`config.mk`:
```
export PLATFORM = sky130hd
export DESIGN_NAME = dp_arbiter
export DESIGN_NICKNAME = d
export VERILOG_FILES = /design/src/rtl/dp_arbiter.sv
export SDC_FILE = /design/constraint.sdc
export NUM_CORES = 1
export LEC_CHECK = 0
export CAP_MARGIN = 20
export CELL_PAD_IN_SITES_DETAIL_PLACEMENT = 2
export CELL_PAD_IN_SITES_GLOBAL_PLACEMENT = 2
export CORE_UTILIZATION = 17
export DETAILED_ROUTE_END_ITERATION = 8
export PLACE_DENSITY_LB_ADDON = 0.1
export SLEW_MARGIN = 20
export SYNTH_ARGS = -nofsm -noshare
export SYNTH_HDL_FRONTEND = slang
export SYNTH_SLANG_ARGS = --single-unit
```
`constraint.sdc`:
```
create_clock -name clk -period 4.5 [get_ports clk]
set_input_delay 0.9 -clock clk [delete_from_list [all_inputs] [get_ports clk]]
set_output_delay 0.9 -clock clk [all_outputs]
set_load 0.05 [all_outputs]
```
`src/rtl/dp_arbiter.sv`:
```
// Two-channel arbiter for a shared FIR datapath register file.
// It grants locked bursts round-robin, or with fixed ch0 priority when ARB_FIXED_PRIO_EN is defined.
module dp_arbiter #(
  parameter int         MAX_HOLD = 16,
  parameter logic [2:0] OP_NOP   = 3'b000
) (
  input  logic       clk,
  input  logic       reset,
  input  logic       req0,
  input  logic       req1,
  input  logic       lock0,
  input  logic       lock1,
  input  logic [2:0] op0,
  input  logic [2:0] op1,
  input  logic [2:0] src1_0,
  input  logic [2:0] src1_1,
  input  logic [2:0] src2_0,
  input  logic [2:0] src2_1,
  input  logic [2:0] dest0,
  input  logic [2:0] dest1,
  output logic       gnt0,
  output logic       gnt1,
  output logic       ovf0,
  output logic       ovf1,
  output logic [2:0] dp_op,
  output logic [3:0] dp_src1,
  output logic [3:0] dp_src2,
  output logic [3:0] dp_dest,
  input  logic       dp_overflow,
  output logic       busy,
  output logic       err,
  output logic [1:0] dbg_state
);

  typedef enum logic [1:0] {
    IDLE = 2'd0,
    OWN0 = 2'd1,
    OWN1 = 2'd2
  } state_t;

  localparam int            HW        = (MAX_HOLD > 2) ? $clog2(MAX_HOLD) : 1;
  localparam logic [HW-1:0] HOLD_LAST = HW'(MAX_HOLD - 1);

  state_t          state_q, state_d;
  logic [HW-1:0]   hold_cnt_q, hold_cnt_d;
  logic            err_q, err_d;
  logic            own_idx, own_lock, oth_req;
  logic            issue0, issue1;
`ifndef ARB_FIXED_PRIO_EN
  logic            last_q, last_d;
`endif

  always_ff @(posedge clk) begin
    if (reset) begin
      state_q    <= IDLE;
      hold_cnt_q <= '0;
      err_q      <= 1'b0;
`ifndef ARB_FIXED_PRIO_EN
      last_q     <= 1'b1;
`endif
    end else begin
      state_q    <= state_d;
      hold_cnt_q <= hold_cnt_d;
      err_q      <= err_d;
`ifndef ARB_FIXED_PRIO_EN
      last_q     <= last_d;
`endif
    end
  end

  assign own_idx  = (state_q == OWN1);
  assign own_lock = own_idx ? lock1 : lock0;
  assign oth_req  = own_idx ? req0 : req1;

  always_comb begin
    state_d    = state_q;
    hold_cnt_d = hold_cnt_q;
    err_d      = 1'b0;
`ifndef ARB_FIXED_PRIO_EN
    last_d     = last_q;
`endif
    case (state_q)
      IDLE: begin
        hold_cnt_d = '0;
        if (req0 && req1) begin
`ifdef ARB_FIXED_PRIO_EN
          state_d = OWN0;
`else
          state_d = last_q ? OWN0 : OWN1;
`endif
        end else if (req0) begin
          state_d = OWN0;
        end else if (req1) begin
          state_d = OWN1;
        end
      end
      OWN0, OWN1: begin
        // Release on a final command (or idle unlock); otherwise force it at the hold limit.
        if (!own_lock || hold_cnt_q == HOLD_LAST) begin
          err_d      = own_lock;
          hold_cnt_d = '0;
`ifndef ARB_FIXED_PRIO_EN
          last_d     = own_idx;
`endif
          if (oth_req) state_d = own_idx ? OWN0 : OWN1;
          else         state_d = IDLE;
        end else begin
          hold_cnt_d = hold_cnt_q + HW'(1);
        end
      end
      default: state_d = IDLE;
    endcase
  end

  assign gnt0      = (state_q == OWN0);
  assign gnt1      = (state_q == OWN1);
  assign busy      = (state_q != IDLE);
  assign err       = err_q;
  assign dbg_state = state_q;
  assign issue0    = gnt0 & req0;
  assign issue1    = gnt1 & req1;
  assign ovf0      = dp_overflow & issue0;
  assign ovf1      = dp_overflow & issue1;

  // Each channel sees its own 8 registers; the owner index selects the file half.
  always_comb begin
    dp_op   = OP_NOP;
    dp_src1 = 4'd0;
    dp_src2 = 4'd0;
    dp_dest = 4'd0;
    if (issue0) begin
      dp_op   = op0;
      dp_src1 = {1'b0, src1_0};
      dp_src2 = {1'b0, src2_0};
      dp_dest = {1'b0, dest0};
    end else if (issue1) begin
      dp_op   = op1;
      dp_src1 = {1'b1, src1_1};
      dp_src2 = {1'b1, src2_1};
      dp_dest = {1'b1, dest1};
    end
  end

endmodule
```
After elaboration in Yosys (flattened, before gate mapping) --
Index checks and enable logic that the tools add are counted.
Operators by class: add/sub/neg operators 1, eq/ne operators 5, muxes and demuxes 20, bitwise operators 6, reductions and logical operators 10
Operator list (number):
- $mux W4 | 7
- $mux W2 | 7
- $pmux W4 S2 | 1
- $mux W3 | 2
- $add A4 B1 Y4 const B | 1
- $and A1 B1 Y1 | 4
- $eq A4 B4 Y1 const B | 1
- $ne A4 B4 Y1 const B | 1
- $pmux W2 S2 | 1
- $reduce_and A2 Y1 | 2
- $reduce_bool A2 Y1 | 2
- $reduce_or A3 Y1 | 1
- $eq A2 B1 Y1 const B | 1
- $eq A2 B2 Y1 const B | 1
- $logic_not A2 Y1 | 1
- $mux W1 | 2
- $ne A2 B2 Y1 const B | 1
- $not A1 Y1 | 2
- $reduce_or A2 Y1 | 1
- $logic_and A1 B1 Y1 | 1
- $logic_not A1 Y1 | 1
- $logic_or A1 B1 Y1 | 1
Word-level totals: bits in registers 8, input bits 31, output and inout port bits 23

Longest topological paths before layout --
depth after elaboration 6, mapped depth 6, depth with buffers taken out 6

Worst setup path after synthesis --
Ideal clock, no wire load.
kind register to output, from reg state_q[1] (netlist: dbg_state[1]), to out dp_dest[2], data arrival time 2.415 ns, path slack 1.185 ns, stages on the path, launching flop included 7, buffers on the path 1, cells stage by stage dfxtp_1 inv_1 ha_1 and2_1 nor2_1 buf_4 a22o_1
On the way: elaborated cells between the ends (all ways) 6, classes of those cells eq/ne: 2; mux: 2; bitwise: 2
RTL lines:
- start: declaration | line 44 | state_t state_q, state_d;
- start signal: assignment | line 62 | state_q <= state_d;
- $eq A2 B1 Y1 | line 115 | assign gnt0 = (state_q == OWN0);
- net gnt0 | line 21 | output logic gnt0,
- $and A1 B1 Y1 | line 120 | assign issue0 = gnt0 & req0;
- $mux W4 | line 131 | if (issue0) begin
- end: declaration | line 28 | output logic [3:0] dp_dest,
The timed path passes the listed nets, and every way through them passes these cells.

Final worst setup path --
from in req0, to out dp_src1[2]
On the way: cells in the longest elaborated chain, start to end 2
RTL lines:
- start: declaration | line 9 | input logic req0,
- $and A1 B1 Y1 | line 120
- $mux W4 | line 131
- end: declaration | line 26 | output logic [3:0] dp_src1,
Every way passes these cells.

==> flow_metrics.tcl <==
set metrics [dict create \
    syn_inst 73 \
    drt_first_pass_iters 2 \
    synth_top_area_share_pct 24.6 \
    cp_max_fo 15 \
    p_comb_share_pct 63.5 \
    cellLeakagePower_nw 0.509 \
    num_rows 22 \
    worst_pin_slew_ps 965 \
    grt_util_met2_pct 21.0 \
    cp.required_ps 3600 \
    gp_congestion 0.604 \
    swShare_pct 48.3 \
    relSlewSlack_pct 35.4 \
    synth_fp_nets 110 \
    final-max-slew-violation-count 0 \
    drc 0 \
    synth_flop_cell "dfxtp_1" \
    crit_path_end_kind "output port" \
    path_cells "clkdlybuf4s50_1 > and2_1 > nor2_1 > a22o_1 > buf_4" \
    power.total_mw 0.487 \
    grt_pass1_vias 827 \
    hold_violations 0 \
    worst-path-buf-inv 2 \
    antenna_found_initial 0 \
    async_flop_share_pct 0 \
    cts-resized-gates 0 \
    grt_pass1_wl_um 3940 \
    ys_ff_latch 8 \
    die_area_um2 4080 \
    fin_nets 163 \
    core_area_um2 3660 \
    wl_um 2380 \
    synth.avg_cell_area_um2 8.91 \
    timing.fmax_mhz 258 \
    yosys-top-cells-area "dfxtp_1 (25%), a22o_1 (16%), ha_1 (12%)" \
    p_int_mw 0.251 \
    fin_area_um2 1210 \
    via_per_inst 4.49 \
    max_stage_delay_ps 810 \
    drt.antenna.violating_nets 0 \
    drive_above_1_share_pct 16.9 \
    synth_common_cells "a22o_1 (12), dfxtp_1 (8), ha_1 (6), inv_1 (6)" \
    crit_arrival_ps 2970 \
    clkTransAtPathRegs_ps 40 \
    status "finished clean" \
    synth_cell_type_count 29 \
    syn_area_um2 651 \
    synth_most_common_cell "a22o_1" \
    synth_edf_count 0 \
    rsz0062_at_grt "false" \
    die_x_um 63.9 \
    diodes 0 \
    grt-busiest-layer "met2" \
    cpMaxStageDelayCell "nor2_1" \
    vdd_drop_max_mv 0.131 \
    fin_crit_ps 3870 \
    post_dp_cell_area_um2 1170 \
    start_util_pct 17.8 \
    seqPwrFrac_pct 18.2 \
    worstSetupPathType "in2out" \
    area_growth_syn_to_layout_pct 86.5 \
    skew_ps 0.612 \
    power_switching_mw 0.235 \
    clkPwrFrac_pct 18.3 \
    cellPowerDensity_nw_per_um2 401 \
    tns_ps 0 \
    chipHeight_um 63.9 \
    critPathLaunchType "input port" \
    grt_start_max_net_pins 16 \
    io_buffers 53 \
    worst_hold_slack_ps 559 \
    cts_sinks 8 \
    maxCapViolCount 0 \
    use_met1_pct 14.4 \
    synth_top_cell_by_area "dfxtp_1" \
    fin_crit_sh_pct 86.0 \
    ios 54 \
    grt.overflow.total 0 \
    drt_iter0_markers 8 \
    htreeDepth 1 \
    gr-usage-met3_pct 3.57 \
    wl_per_cell_um 13.8 \
    insertion_delay_ps 230 \
    cts_setup_buffers 0 \
    critPathTopFamily "simple AND/OR/NAND/NOR gates" \
    numCtsBuffers 3 \
    grt_use_total_pct 12.3 \
    root_buffer "clkbuf_8" \
    hp-class "reg2reg" \
    cts_tree "yes" \
    synth-seq-area-share_pct 24.6 \
    vias 772 \
    final-setup-viol-count 0 \
    cts_max_path_buffers 2 \
    yosys_warnings 0 \
    hpwl_um 1970 \
    hold_buffers 0 \
]
## layout make-up
| class | count | area, um^2 |
|---|---|---|
| inverter | 6 | 22.5 |
| tap | 48 | 60.1 |
| sequential | 8 | 160 |
| fill | 411 | 2450 |
| timing repair buffer | 53 | 493 |
| clock buffer | 3 | 41.3 |
| multi-input combinational | 54 | 437 |
## registers in the layout, summed over array words and instances, names as in the netlist
| signal | cells |
|---|---|
| hold_cnt_q | 4 |
| last_q | 1 |
| err | 1 |
| dbg_state | 2 |
## power by group through the flow
stage	sequential [mW]	clock (mW)	combinational (mW)
detailed placement	0.0903	0	0.312
CTS	0.0892	0.0926	0.314
finish	0.0886	0.0891	0.309
floorplan	0.103	0	0.199
global route	0.0901	0.0957	0.330
global placement	0.0894	0	0.310
## tightest hold or removal path: stages (launching register included)
cell     delay [ps]
dfxtp_1         310
xor2_1          140
nor3_1           50
## metrics by stage
step / worst slack (ps) / std cells / utilization (%)
5_1_grt: 465 / 172 / 33.2
6_report: 628 / 172 / 33.2
3_3_place_gp: 676 / 169 / 32.0
2_1_floorplan: 1180 / 73 / -
3_5_place_dp: 593 / 169 / 32.0
4_1_cts: 587 / 172 / 33.2
## final timing paths
path	from	end	slack [ps]	depth (start not counted)
worst max-delay path	req0	dp_src1[2]	630	5
worst min-delay path	hold_cnt_q[3]	hold_cnt_q[3]	560	2
worst max register to register	dbg_state[0]	hold_cnt_q[3]	2690	5
worst min register to register	hold_cnt_q[3]	hold_cnt_q[3]	560	2
## cell families (layout without fill, tap and decap cells)
logic type	count (synthesis)	in the layout	share of synthesized area [%]
flip-flops	8	8	24.6
XOR/XNOR	3	3	4.04
AND/OR/NAND/NOR	20	20	16.2
AO/OA/AOI/OAI	22	22	30.0
buffers and inverters	11	62	8.27
adder cells (fa/ha/maj)	6	6	11.5
multiplexers	3	3	5.38
## cells in the final DEF (no fill, tap or decap), types with 3 or more instances in the layout
cell / instances
clkdlybuf4s50_1: 38
ha_1: 6
dfxtp_1: 8
nand2_1: 3
inv_1: 6
nor2_1: 4
a22o_1: 12
buf_4: 15
nor3_1: 4
clkbuf_8: 3
## per-layer routing
layer / share of wire, % / wire length (um) / vias up
li1: - / - / 372
met1: 44 / 1060 / 362
met2: 46 / 1100 / 36
met3: 9.1 / 216 / 2
met4: 0.25 / 6 / 0
met5: 0 / 0 / -
No activity file was read; power rests on OpenSTA's default activity.
